$ cat src/rtl/fifo_sync_param.sv
// fifo_sync_param
// Parametrised single-clock FIFO with almost-full/almost-empty thresholds,
// sticky overflow/underflow flags and an optional first-word-fall-through
// read path selected by the FIFO_FWFT_EN macro.
//
//   FIFO_FWFT_EN undefined : buf_out is registered and updates on the edge
//                            that accepts a read (one-cycle read latency).
//   FIFO_FWFT_EN defined   : buf_out shows the head word combinationally
//                            whenever the FIFO is not empty, 0 when empty.
//
// Handshake: a write is taken on a rising edge when wr_en is high and the
// FIFO was not full at the start of that cycle; a read is taken when rd_en
// is high and the FIFO was not empty at the start of that cycle. Rejected
// requests only raise the matching sticky error flag. While rst is high
// every request is ignored.
module fifo_sync_param #(
    parameter int WIDTH    = 8,
    parameter int DEPTH    = 64,
    parameter int AF_LEVEL = DEPTH - 4,
    parameter int AE_LEVEL = 4,
    localparam int AW      = $clog2(DEPTH),
    localparam int CW      = AW + 1
) (
    input  logic             clk,
    input  logic             rst,
    input  logic             wr_en,
    input  logic [WIDTH-1:0] buf_in,
    input  logic             rd_en,
    input  logic             err_clr,
    output logic [WIDTH-1:0] buf_out,
    output logic             buf_empty,
    output logic             buf_full,
    output logic             almost_empty,
    output logic             almost_full,
    output logic [CW-1:0]    fifo_count,
    output logic             overflow,
    output logic             underflow
);

    // Thresholds expressed at the count width so every compare is width-matched.
    localparam logic [CW-1:0] LP_DEPTH = CW'(DEPTH);
    localparam logic [CW-1:0] LP_AF    = CW'(AF_LEVEL);
    localparam logic [CW-1:0] LP_AE    = CW'(AE_LEVEL);

    logic [WIDTH-1:0] r_mem [DEPTH];
    logic [AW-1:0]    r_wr_ptr;
    logic [AW-1:0]    r_rd_ptr;
    logic [CW-1:0]    r_count;
    logic             r_overflow;
    logic             r_underflow;

    logic             w_full;
    logic             w_empty;
    logic             w_wr_acc;
    logic             w_rd_acc;

    // Status flags depend only on the registered occupancy.
    assign w_full   = (r_count == LP_DEPTH);
    assign w_empty  = (r_count == '0);

    // Acceptance is judged on the start-of-cycle flags; reset masks both.
    assign w_wr_acc = wr_en && !w_full  && !rst;
    assign w_rd_acc = rd_en && !w_empty && !rst;

    assign buf_full     = w_full;
    assign buf_empty    = w_empty;
    assign almost_full  = (r_count >= LP_AF);
    assign almost_empty = (r_count <= LP_AE);
    assign fifo_count   = r_count;
    assign overflow     = r_overflow;
    assign underflow    = r_underflow;

    // Storage array: written on an accepted write, never reset.
    always_ff @(posedge clk) begin
        if (w_wr_acc) begin
            r_mem[r_wr_ptr] <= buf_in;
        end
    end

    // Write pointer: advances on each accepted write and wraps naturally.
    always_ff @(posedge clk) begin
        if (rst) begin
            r_wr_ptr <= '0;
        end else if (w_wr_acc) begin
            r_wr_ptr <= r_wr_ptr + 1'b1;
        end
    end

    // Read pointer: advances on each accepted read and wraps naturally.
    always_ff @(posedge clk) begin
        if (rst) begin
            r_rd_ptr <= '0;
        end else if (w_rd_acc) begin
            r_rd_ptr <= r_rd_ptr + 1'b1;
        end
    end

    // Occupancy: +1 on write only, -1 on read only, unchanged otherwise.
    always_ff @(posedge clk) begin
        if (rst) begin
            r_count <= '0;
        end else begin
            unique case ({w_wr_acc, w_rd_acc})
                2'b10:   r_count <= r_count + 1'b1;
                2'b01:   r_count <= r_count - 1'b1;
                default: r_count <= r_count;
            endcase
        end
    end

    // Sticky error flags: a new error event outranks a same-cycle clear.
    always_ff @(posedge clk) begin
        if (rst) begin
            r_overflow  <= 1'b0;
            r_underflow <= 1'b0;
        end else begin
            if (wr_en && w_full) begin
                r_overflow <= 1'b1;
            end else if (err_clr) begin
                r_overflow <= 1'b0;
            end
            if (rd_en && w_empty) begin
                r_underflow <= 1'b1;
            end else if (err_clr) begin
                r_underflow <= 1'b0;
            end
        end
    end

`ifdef FIFO_FWFT_EN
    // Head word falls through to the output whenever data is present.
    always_comb begin
        buf_out = '0;
        if (!w_empty) begin
            buf_out = r_mem[r_rd_ptr];
        end
    end
`else
    logic [WIDTH-1:0] r_buf_out;

    // Registered read data: loads the head word on an accepted read, else holds.
    always_ff @(posedge clk) begin
        if (rst) begin
            r_buf_out <= '0;
        end else if (w_rd_acc) begin
            r_buf_out <= r_mem[r_rd_ptr];
        end
    end

    assign buf_out = r_buf_out;
`endif

endmodule

$ cat config.mk
export PLATFORM = sky130hd
export DESIGN_NAME = fifo_sync_param
export DESIGN_NICKNAME = d
export VERILOG_FILES = /design/src/rtl/fifo_sync_param.sv
export SDC_FILE = /design/constraint.sdc
export NUM_CORES = 1
export LEC_CHECK = 0
export ABC_AREA = 1
export BUFFER_PORTS_ARGS = -buffer_cell sky130_fd_sc_hd__buf_2
export CORE_MARGIN = 2
export CORE_UTILIZATION = 44
export DETAILED_ROUTE_END_ITERATION = 8
export PLACE_DENSITY = 0.64
export SYNTH_ARGS = -nofsm -noshare
export SYNTH_HDL_FRONTEND = slang
export SYNTH_SLANG_ARGS = --single-unit
$ cat constraint.sdc
create_clock -name clk -period 4.4 [get_ports clk]
set_input_delay 0.44 -clock clk [delete_from_list [all_inputs] [get_ports clk]]
set_output_delay 0.44 -clock clk [all_outputs]
set_load 0.01 [all_outputs]
==> impl_metrics.ini, run 1 <==
[synth]
synth-warning-count = 0
postSynthRegisterBits = 541
postSynthNetCount = 2073
netlist_instances = 2051
synth.yosys.seq_area_share_pct = 70.7
synthTopCellsByArea = sky130_fd_sc_hd__edfxtp_1 (68%), sky130_fd_sc_hd__nand2_1 (7.8%), sky130_fd_sc_hd__nor2_1 (6.2%), sky130_fd_sc_hd__nand3_1 (5.1%), sky130_fd_sc_hd__dfxtp_1 (2.6%)
syn_area_um2 = 22600
synth_top_area_share_pct = 68.1
yosysTopAreaCell = sky130_fd_sc_hd__edfxtp_1
syn-mean-instance-area_um2 = 11.0
netlist-cell-type-count = 33

[setup_path]
kind_of_capture_point_of_the_worst_setup_path = register
critPathSlowestCell = sky130_fd_sc_hd__ha_1
regToRegSetupSlack_ns = 1.24
cp_common_cell = sky130_fd_sc_hd__inv_1
critical_path.cell_chain = inv_1 -> nand3_1 -> o21ai_0 -> buf_4 -> inv_1 -> nand2_1 -> inv_1 -> ha_1 -> inv_1 -> fa_1 -> inv_1 -> nand4_1 -> nand3_1 -> a21oi_1 -> o21ai_0 -> nand2_1 -> nand2_1 -> nor2_1
timing.critical_path.required_ns = 4.90
setup.worst_path.start_class = register
crit-reg2reg-capture = fifo_count[6]$_SDFFE_PP0P_
setup.worst_path.class = reg2reg
rr_worst_depth = 18
critPathArrivalTime_ns = 3.67
critical_path.max_fanout = 13
worstReg2RegStart = fifo_count[3]$_SDFFE_PP0P_
critical_path_s_largest_stage_delay_ns = 0.42
worstSetupStartpoint = fifo_count[3]$_SDFFE_PP0P_

[clock_network]
h-tree-depth = 2
cts_hold_buffers = 0
source_to_sink_clock_delay_at_the_later_pin_of_the_worst_skew_pair_ns = 0.62
post_cts.resized_instances = 0
cts.sink_count = 541
worst_setup_hold_path_clk_slew_ns = 0.06
cts.root.buffer_cell = sky130_fd_sc_hd__clkbuf_16
postCtsSetupRepairBufs = 0
cts_inserted_buffers = 55
ctsLongestPathBuffers = 3
cts_tree = yes

[global_routing]
grt_overflow_total = 0
grt_max_degree = 165
grt.total_usage_pct = 22.6
antenna_found_initial = 1
first_global_vias = 15200
global_route_wire_length_before_repair_um = 90900

[timing]
timing.final.setup_violations = 0
layout_worst_path_cycle_share_pct = 71.9
max_slew_margin_pct = 25.9
grt_setup_unrepaired = no
period_minus_slack_ns = 3.16
hold_viol_final = 0
tightest_slew_ns = 1.11
achievable-frequency_mhz = 316
final.setup.tns_ns = 0
final-max-slew-violation-count = 0
fin_skew_ns = 0.0269

[power]
combinationalPowerShare_pct = 13.8
total_power_mw = 12.2
irDropWorstVdd_v = 0.000348
p_int_mw = 8.91
leakagePower_nw = 9.07
pwr-share-seq_pct = 47.0
power.switching_mw = 3.31
netSwitchingFraction_pct = 27.1
powerDensity_nw_per_um2 = 488
pwr-share-clk_pct = 39.2

[route]
dr.pass1.iters = 6
antenna_left = 0
totalWireLength_um = 59400
remaining_drc_errors = 0
dr_total_vias = 15400
drt-vias-per-instance = 5.55
wire_length_per_cell_after_detailed_routing_um = 21.4
drt-initial-drc-count = 1939

[floorplanning]
chipWidth_um = 230
floorplan.initialDensity_pct = 44.8
core.rowCount = 82
fp.dieArea_um2 = 53100
die_h_um = 230
placeableCoreArea_um2 = 50400
io_pins = 34

[placed_design]
hpwl_after_detailed_placement_um = 35500
finalWeightedCongestion = 0.884
placement.io_buffers = 33
placedCellCount = 2675

[layout]
area_delta_synth_final_pct = 11.0
layout_commonest_cell = sky130_fd_sc_hd__edfxtp_1
number_of_nets_in_the_finished_design = 2082
most-common-layout-cells = sky130_fd_sc_hd__edfxtp_1 (512), sky130_fd_sc_hd__nand2_1 (470), sky130_fd_sc_hd__nor2_1 (374), sky130_fd_sc_hd__nand3_1 (231), sky130_fd_sc_hd__o21ai_0 (103)
antenna_cells_inserted = 0
drive_above_1_share_pct = 8.12
final-instance-count-excl-fill = 2778

[min_path]
hp-class = in2reg
worstHoldPathCells = 3
whs_endpoint = overflow$_SDFFE_PP0P_
holdCritStartpoint = wr_en

[job]
timing.max_cap.violations = 0

[status]
status = completed
[registers in the layout, summed over array words and instances (netlist names)]
name / count
r_mem: 512
fifo_count: 7
overflow: 1
underflow: 1
r_wr_ptr: 6
r_rd_ptr: 6
buf_out: 8
[worst max-delay path by stage]
stage,endpoint,cells after the start
floorplan,fifo_count[5]$_SDFFE_PP0P_,18
global placement,r_mem[44][2]$_DFFE_PP_,6
detailed placement,r_mem[28][7]$_DFFE_PP_,6
CTS,fifo_count[6]$_SDFFE_PP0P_,18
global route,fifo_count[6]$_SDFFE_PP0P_,18
finish,fifo_count[6]$_SDFFE_PP0P_,18
[layer usage]
metal / up-vias / share of wire, % / GRT usage, %
li1: 7048 / - / -
met1: 7470 / 42 / 30.8
met2: 744 / 47 / 36.8
met3: 141 / 8.3 / 3.57
met4: 2 / 3.4 / 8.02
met5: - / 0.019 / 0
[cell type report]
| type | count | area, um2 |
|---|---|---|
| well taps | 672 | 841 |
| flip-flops and latches | 541 | 16000 |
| clock inverters | 38 | 408 |
| multi-input cells | 1317 | 5670 |
| clock buffers | 65 | 1440 |
| fillers | 4465 | 25300 |
| repair buffers | 62 | 408 |
| inverters | 83 | 319 |
[Yosys cell counts, drive strengths merged]
library cell,count
a211oi,1
a21oi,50
a31oi,2
and3,1
buf,78
clkbuf,32
clkinv,2
dfxtp,29
edfxtp,512
fa,1
ha,8
inv,81
nand2,472
nand3,231
nand3b,1
nand4,4
nor2,376
nor3,6
nor3b,1
nor4,2
o21ai,149
o41ai,1
or2,7
xnor2,2
xor2,2
[through the flow]
| step | util, % | setup slack [ns] | hold slack [ns] | area, um2 |
|---|---|---|---|---|
| final | 49.7 | 1.24 | 0.0904 | 25000 |
| after global routing | 49.7 | 0.954 | 0.106 | 25000 |
| after CTS | 49.7 | 1.26 | 0.0722 | 25000 |
| after detailed placement | 46.0 | 1.06 | 0.456 | 23200 |
| after global placement | 46.0 | 1.17 | 0.458 | 23200 |
| after floorplan | - | 1.82 | 0.487 | 22600 |
[logic make-up after synthesis]
| group | count (synthesis) | share of synthesized area, % |
|---|---|---|
| compound gates | 203 | 4.54 |
| xor+xnor | 4 | 0.155 |
| fa+ha+maj | 9 | 0.532 |
| buf+inv | 193 | 4.19 |
| flops | 541 | 70.7 |
| simple gates | 1101 | 19.9 |
[critical path, delay by kind of cell, from the launching register on]
| kind | cells | cell delay, ns |
|---|---|---|
| AOI/OAI and AO/OA | 3 | 0.28 |
| adders and majority gates | 2 | 0.84 |
| buffers and inverters | 6 | 0.88 |
| DFF | 1 | 0.41 |
| and+or+nand+nor | 7 | 0.62 |
[power by group through the flow]
| stage | Combinational, mW | Sequential, mW | Clock [mW] |
|---|---|---|---|
| after detailed placement | 1.68 | 5.85 | 0 |
| after global routing | 1.89 | 5.75 | 5.05 |
| after floorplan | 1.20 | 5.82 | 0 |
| final | 1.69 | 5.74 | 4.78 |
| after global placement | 1.67 | 5.85 | 0 |
| after CTS | 1.69 | 5.74 | 4.83 |
Note: power is estimated with default switching activity, not from simulation.
==> run 2, diff against run 1 <==
--- a/config.mk
+++ b/config.mk
@@ -10,7 +10,7 @@
 export CORE_MARGIN = 2
 export CORE_UTILIZATION = 44
 export DETAILED_ROUTE_END_ITERATION = 8
-export PLACE_DENSITY = 0.64
+export PLACE_DENSITY = 0.66
 export SYNTH_ARGS = -nofsm -noshare
 export SYNTH_HDL_FRONTEND = slang
 export SYNTH_SLANG_ARGS = --single-unit
==> constraint.sdc (replaced) <==
create_clock -name clk -period 2.57 [get_ports clk]
set_input_delay 0.257 -clock clk [delete_from_list [all_inputs] [get_ports clk]]
set_output_delay 0.257 -clock clk [all_outputs]
set_load 0.01 [all_outputs]
==> run 2 against run 1 <==
Against the previous run:
- clock skew fell by 0.014 ns
- utilization rose by 1.8 points
- die area did not move
- clock power rose by 66%
- global-route usage fell by 1.2 points
- fmax rose by 33%
- final area rose by 3.7%
- power rose by 71%
- critical path depth fell by 1
- cell count rose by 3.5%
- largest cell class unchanged
==> impl_metrics.ini, run 2 (synthesis gave the netlist of run 1 again) <==
[status]
status = completed

[route]
remaining_drc_errors = 0
antenna_left = 0
wire_length_per_cell_after_detailed_routing_um = 19.7
drt-initial-drc-count = 1721
dr_total_vias = 15400
drt-vias-per-instance = 5.34
totalWireLength_um = 56500
dr.pass1.iters = 5

[global_routing]
global_route_wire_length_before_repair_um = 87200
grt_max_degree = 91
antenna_found_initial = 0
grt_overflow_total = 0
first_global_vias = 15100
grt.total_usage_pct = 21.4

[layout]
utilization_pct = 51.6
drive_above_1_share_pct = 12.4
fillerInstances = 4332
area_delta_synth_final_pct = 15.1
max_reg_flops = 512
post-route-cell-area_um2 = 26000
number_of_nets_in_the_finished_design = 2181
layout_commonest_cell = sky130_fd_sc_hd__edfxtp_1
antenna_cells_inserted = 0
most-common-layout-cells = sky130_fd_sc_hd__edfxtp_1 (512), sky130_fd_sc_hd__nand2_1 (470), sky130_fd_sc_hd__nor2_1 (360), sky130_fd_sc_hd__nand3_1 (228), sky130_fd_sc_hd__buf_4 (110)
largest-register = r_mem

[setup_path]
regToRegSetupSlack_ns = 0.19
setup.worst_path.class = reg2reg
kind_of_capture_point_of_the_worst_setup_path = register
critical_path.max_fanout = 8
critPathArrivalTime_ns = 2.88
setup.worst_path.start_class = register
timing.critical_path.required_ns = 3.07

[floorplanning]
die_h_um = 230
placeableCoreArea_um2 = 50400
core.rowCount = 82
floorplan.initialDensity_pct = 44.8
fp.dieArea_um2 = 53100
io_pins = 34
chipWidth_um = 230

[power]
combinationalPowerShare_pct = 15.1
powerDensity_nw_per_um2 = 802
p_int_mw = 15.4
total_power_mw = 20.8
pwr-share-seq_pct = 46.9
leakagePower_nw = 9.63
irDropWorstVdd_v = 0.000686
netSwitchingFraction_pct = 26.3
power.switching_mw = 5.47
pwr-share-clk_pct = 38.0

[timing]
layout_worst_path_cycle_share_pct = 92.4
max_slew_margin_pct = 56.6
tightest_slew_ns = 0.647
final-max-slew-violation-count = 0
fin_skew_ns = 0.0129
timing.final.setup_violations = 0
hold_viol_final = 0
hold_slack_ns = 0.180
achievable-frequency_mhz = 421
period_minus_slack_ns = 2.38
final.setup.tns_ns = 0

[clock_network]
postCtsSetupRepairBufs = 0
cts_tree = yes
source_to_sink_clock_delay_at_the_later_pin_of_the_worst_skew_pair_ns = 0.61
cts.root.buffer_cell = sky130_fd_sc_hd__clkbuf_16
ctsLongestPathBuffers = 3
h-tree-depth = 2
cts_inserted_buffers = 53
worst_setup_hold_path_clk_slew_ns = 0.06
cts.sink_count = 541

[placed_design]
placement.io_buffers = 33
placement.cell_area_um2 = 24100
finalWeightedCongestion = 0.860
hpwl_after_detailed_placement_um = 34400

[min_path]
hp-class = in2reg

[job]
timing.max_cap.violations = 0
-- run 2: changes by cell type in the layout (fill, tap and decap cells not counted), moves of 3 or more --
cell / before / now
sky130_fd_sc_hd__nor2_1: 374 / 360
sky130_fd_sc_hd__nand3_1: 231 / 228
sky130_fd_sc_hd__nand3_2: 0 / 3
sky130_fd_sc_hd__nor2_2: 2 / 15
sky130_fd_sc_hd__clkinvlp_4: 10 / 2
sky130_fd_sc_hd__dlygate4sd3_1: 0 / 5
sky130_fd_sc_hd__clkbuf_1: 7 / 10
sky130_fd_sc_hd__clkinv_1: 7 / 10
sky130_fd_sc_hd__buf_4: 27 / 110
sky130_fd_sc_hd__buf_12: 2 / 15
-- run 2: layout make-up --
class	instances	area, um2	share of cell area, %
Inverter	83	319	1.23
Timing Repair Buffer	163	1340	5.16
Clock buffer	67	1440	5.55
Sequential cell	541	16000	61.4
Clock inverter	31	333	1.28
Tap cell	672	841	3.24
Multi-Input combinational cell	1317	5740	22.1
-- run 2: power by group through the flow --
stage          Sequential, mW  Combinational [mW]  Clock (mW)
6_report                 9.77                3.14        7.92
5_1_grt                  9.77                3.49        8.36
4_1_cts                  9.77                3.12        8.02
3_5_place_dp             9.95                3.09           0
3_3_place_gp             9.95                3.06           0
2_1_floorplan            9.96                2.06           0
-- run 2: through the flow --
step,instances,setup WS (ns)
final,2874,0.194
after global routing,2874,-0.000322
after CTS,2874,0.0383
after detailed placement,2771,0.0625
after global placement,2771,0.0746
after floorplan,2051,0.0409
-- run 2: critical path, stage by stage (launching register included) --
cell and delay [ns]:
sky130_fd_sc_hd__dfxtp_1 0.39, sky130_fd_sc_hd__inv_1 0.12, sky130_fd_sc_hd__nand3_2 0.11, sky130_fd_sc_hd__o21ai_1 0.08
sky130_fd_sc_hd__inv_1 0.09, sky130_fd_sc_hd__nand2_1 0.07, sky130_fd_sc_hd__inv_1 0.11, sky130_fd_sc_hd__ha_4 0.21
sky130_fd_sc_hd__inv_1 0.07, sky130_fd_sc_hd__fa_1 0.40, sky130_fd_sc_hd__inv_1 0.09, sky130_fd_sc_hd__nand4_1 0.10
sky130_fd_sc_hd__nand3_1 0.11, sky130_fd_sc_hd__a21oi_1 0.07, sky130_fd_sc_hd__o21ai_1 0.10, sky130_fd_sc_hd__nand2_1 0.07
sky130_fd_sc_hd__nand2_1 0.06, sky130_fd_sc_hd__nor2_1 0.04
-- run 2: final timing paths --
check / endpoint / cells past startpoint / start
worst max-delay path: fifo_count[6]$_SDFFE_PP0P_ / 17 / fifo_count[2]$_SDFFE_PP0P_
worst min-delay path: r_mem[43][2]$_DFFE_PP_ / 1 / buf_in[2]
worst max register to register: fifo_count[6]$_SDFFE_PP0P_ / 17 / fifo_count[2]$_SDFFE_PP0P_
worst min register to register: buf_out[0]$_SDFFE_PP0P_ / 2 / buf_out[0]$_SDFFE_PP0P_
-- run 2: routing by layer --
metal | wire length (um) | vias to the layer above | GRT usage [%] | share of wire, %
met3 | 3940 | 101 | 2.84 | 7.0
li1 | - | 7229 | - | -
met2 | 26800 | 593 | 35.0 | 47
met1 | 24100 | 7434 | 29.3 | 43
met5 | 0 | - | 0 | 0
met4 | 1750 | 0 | 7.72 | 3.1
-- run 2: repair_timing --
action / in CTS / in global routing
gates resized for setup: 0 / 22
setup endpoints to repair: 0 / 141
endpoints found under the hold margin: 3 / 0
hold buffers: 5 / 0
==> run 3, diff against run 2 <==
--- a/config.mk
+++ b/config.mk
@@ -5,7 +5,6 @@
 export SDC_FILE = /design/constraint.sdc
 export NUM_CORES = 1
 export LEC_CHECK = 0
-export ABC_AREA = 1
 export BUFFER_PORTS_ARGS = -buffer_cell sky130_fd_sc_hd__buf_2
 export CORE_MARGIN = 2
 export CORE_UTILIZATION = 44
==> run 3 against run 2 <==
Against the previous run:
- the run now ends with setup timing left
- sequential cell count unchanged
- register-to-register slack got worse by 0.68 ns
- global-route usage decreased by 2.0 points
- power decreased by 5.0%
- setup slack got worse by 0.68 ns
- fmax decreased by 22%
- critical path depth decreased by 7
- critical path type unchanged
- largest cell class unchanged
- largest power group unchanged
==> impl_metrics.ini, run 3 <==
[layout]
layout_commonest_cell = sky130_fd_sc_hd__edfxtp_1
number_of_nets_in_the_finished_design = 1365
area_delta_synth_final_pct = 17.7
antenna_cells_inserted = 0
max_reg_flops = 512
drive_above_1_share_pct = 27.8
largest-register = r_mem
most-common-layout-cells = sky130_fd_sc_hd__edfxtp_1 (512), sky130_fd_sc_hd__mux2i_1 (130), sky130_fd_sc_hd__buf_4 (121), sky130_fd_sc_hd__nor2_1 (73), sky130_fd_sc_hd__mux4_2 (71)

[setup_path]
setup.worst_path.class = reg2reg
kind_of_capture_point_of_the_worst_setup_path = register
timing.critical_path.required_ns = 3.04
setup.worst_path.start_class = register
critical_path_s_largest_stage_delay_ns = 0.56
critPathSlowestCell = sky130_fd_sc_hd__or4_4
cp_num_buf_inv = 1
worstReg2RegStart = fifo_count[3]$_SDFFE_PP0P_
critical_path.cell_chain = or4_4 -> nor4b_4 -> or3_4 -> ha_4 -> buf_4 -> ha_1 -> a21boi_2 -> or4_1 -> nand3_2 -> mux2_4
critPathArrivalTime_ns = 3.54
worstSetupStartpoint = fifo_count[3]$_SDFFE_PP0P_
critical_path.max_fanout = 5
timing.critical_path.max_delay_family = simple AND/OR/NAND/NOR gates

[synth]
postSynthNetCount = 1193
synth.yosys.seq_area_share_pct = 74.7
synth-edff-count = 512
synth_top_area_share_pct = 72.0
synth_cell_count_leaders = sky130_fd_sc_hd__edfxtp_1 (512), sky130_fd_sc_hd__mux2i_1 (130), sky130_fd_sc_hd__nor2_1 (101), sky130_fd_sc_hd__mux4_2 (71), sky130_fd_sc_hd__o22ai_1 (44)
synth_ff_type = sky130_fd_sc_hd__edfxtp_1
synth.most_common_cell = sky130_fd_sc_hd__edfxtp_1
syn_area_um2 = 21400
netlist-cell-type-count = 57
syn-mean-instance-area_um2 = 18.2
synth-warning-count = 0
netlist_instances = 1171
postSynthRegisterBits = 541
synth-async-reset-ratio_pct = 0
synthTopCellsByArea = sky130_fd_sc_hd__edfxtp_1 (72%), sky130_fd_sc_hd__mux4_2 (7.5%), sky130_fd_sc_hd__mux2i_1 (6.1%), sky130_fd_sc_hd__dfxtp_1 (2.7%), sky130_fd_sc_hd__nor2_1 (1.8%)
yosysTopAreaCell = sky130_fd_sc_hd__edfxtp_1

[min_path]
hp-class = in2reg
holdCritStartpoint = wr_en

[power]
total_power_mw = 19.8
leakagePower_nw = 8.04
irDropWorstVdd_v = 0.000423
powerDensity_nw_per_um2 = 788

[clock_network]
ctsLongestPathBuffers = 3
worst_setup_hold_path_clk_slew_ns = 0.06
h-tree-depth = 2
cts.sink_count = 541
cts_inserted_buffers = 54
source_to_sink_clock_delay_at_the_later_pin_of_the_worst_skew_pair_ns = 0.59
cts_tree = yes
cts.root.buffer_cell = sky130_fd_sc_hd__clkbuf_16

[route]
dr.pass1.iters = 5
dr_total_vias = 11200
drt-initial-drc-count = 1061
antenna_left = 0
wire_length_per_cell_after_detailed_routing_um = 24.0
drt-vias-per-instance = 5.62
totalWireLength_um = 48000
remaining_drc_errors = 0

[timing]
grt_setup_unrepaired = yes
hold_viol_final = 0
achievable-frequency_mhz = 327
final-max-slew-violation-count = 0
fin_skew_ns = 0.0162
timing.final.setup_violations = 5
layout_worst_path_cycle_share_pct = 119
tightest_slew_ns = 0.978
final.setup.tns_ns = -1.74
max_slew_margin_pct = 34.8
period_minus_slack_ns = 3.06
finalWorstSetupSlack_ns = -0.491

[global_routing]
global_route_wire_length_before_repair_um = 72300
antenna_found_initial = 1
grt_overflow_total = 0
first_global_vias = 11400
grt.total_usage_pct = 19.4
grt_max_degree = 65

[floorplanning]
fp.dieArea_um2 = 50300
core.rowCount = 80
die_h_um = 224
io_pins = 34
chipWidth_um = 224
floorplan.initialDensity_pct = 44.6
placeableCoreArea_um2 = 47800

[placed_design]
hpwl_after_detailed_placement_um = 30800
placement.io_buffers = 33
finalWeightedCongestion = 0.846
dp_slack_ns = -0.478

[status]
failed_checks = setup timing
status = finished with violations

[job]
timing.max_cap.violations = 0
## run 3: per-stage QoR
step / instance area, um2 / utilization (%) / hold slack [ns] / instances
after floorplan: 21400 / - / 0.356 / 1171
after global placement: 23200 / 48.5 / 0.480 / 1891
after detailed placement: 23200 / 48.5 / 0.492 / 1891
after CTS: 25000 / 52.2 / 0.0209 / 1997
after global routing: 25100 / 52.5 / 0.0578 / 2001
final: 25100 / 52.5 / 0.0476 / 2001
## run 3: layout make-up
cell class              count  area, um2
multi-input cells         561       5180
flip-flops and latches    541      16000
clock buffers              76       1510
well taps                 615        769
fillers                  3788      22700
clock inverters            23        169
inverters                   6       22.5
repair buffers            179       1510
## run 3: tightest hold or removal path, delay by kind of cell
kind	cells	cell delay [ns]
buffers and inverters	2	0.21
and+or+nand+nor	1	0.08
AOI/OAI and AO/OA	1	0.05
## run 3: path summary, 6_finish.rpt
| check | slack (ns) | cells after the start | endpoint |
|---|---|---|---|
| worst min register to register | 0.49 | 2 | buf_out[2]$_SDFFE_PP0P_ |
| worst max register to register | -0.49 | 10 | fifo_count[6]$_SDFFE_PP0P_ |
| worst max-delay path | -0.49 | 10 | fifo_count[6]$_SDFFE_PP0P_ |
| worst min-delay path | 0.05 | 4 | overflow$_SDFFE_PP0P_ |
## run 3: logic make-up after synthesis
logic type,after synthesis,share of synthesized area [%]
flip-flops,541,74.7
AND/OR/NAND/NOR,208,4.79
multiplexers,202,13.6
AO/OA/AOI/OAI,132,4.12
buffers and inverters,69,1.75
XOR/XNOR,10,0.410
adder cells (fa/ha/maj),9,0.563
## run 3: power by group
part | leakage (nW) | switching (mW) | internal (mW)
registers | 4.84 | 0.0690 | 9.71
logic | 2.38 | 1.34 | 1.26
clock network | 0.820 | 3.14 | 4.27
## run 3: per-layer routing
metal / track usage [%] / vias up / wire length (um)
met4: 6.64 / 2 / 1390
met3: 2.77 / 83 / 2600
met2: 30.8 / 297 / 22800
li1: - / 5050 / -
met5: 0 / - / 7
met1: 27.7 / 5807 / 21200
## run 3: repair_timing
action / CTS / global route
pin swaps: 3 / 5
hold buffers: 3 / 0
resized for setup: 8 / 37
endpoints found under the setup margin: 38 / 223
hold endpoints to repair: 2 / 0
gates cloned: 0 / 1
buffers inserted: 4 / 3
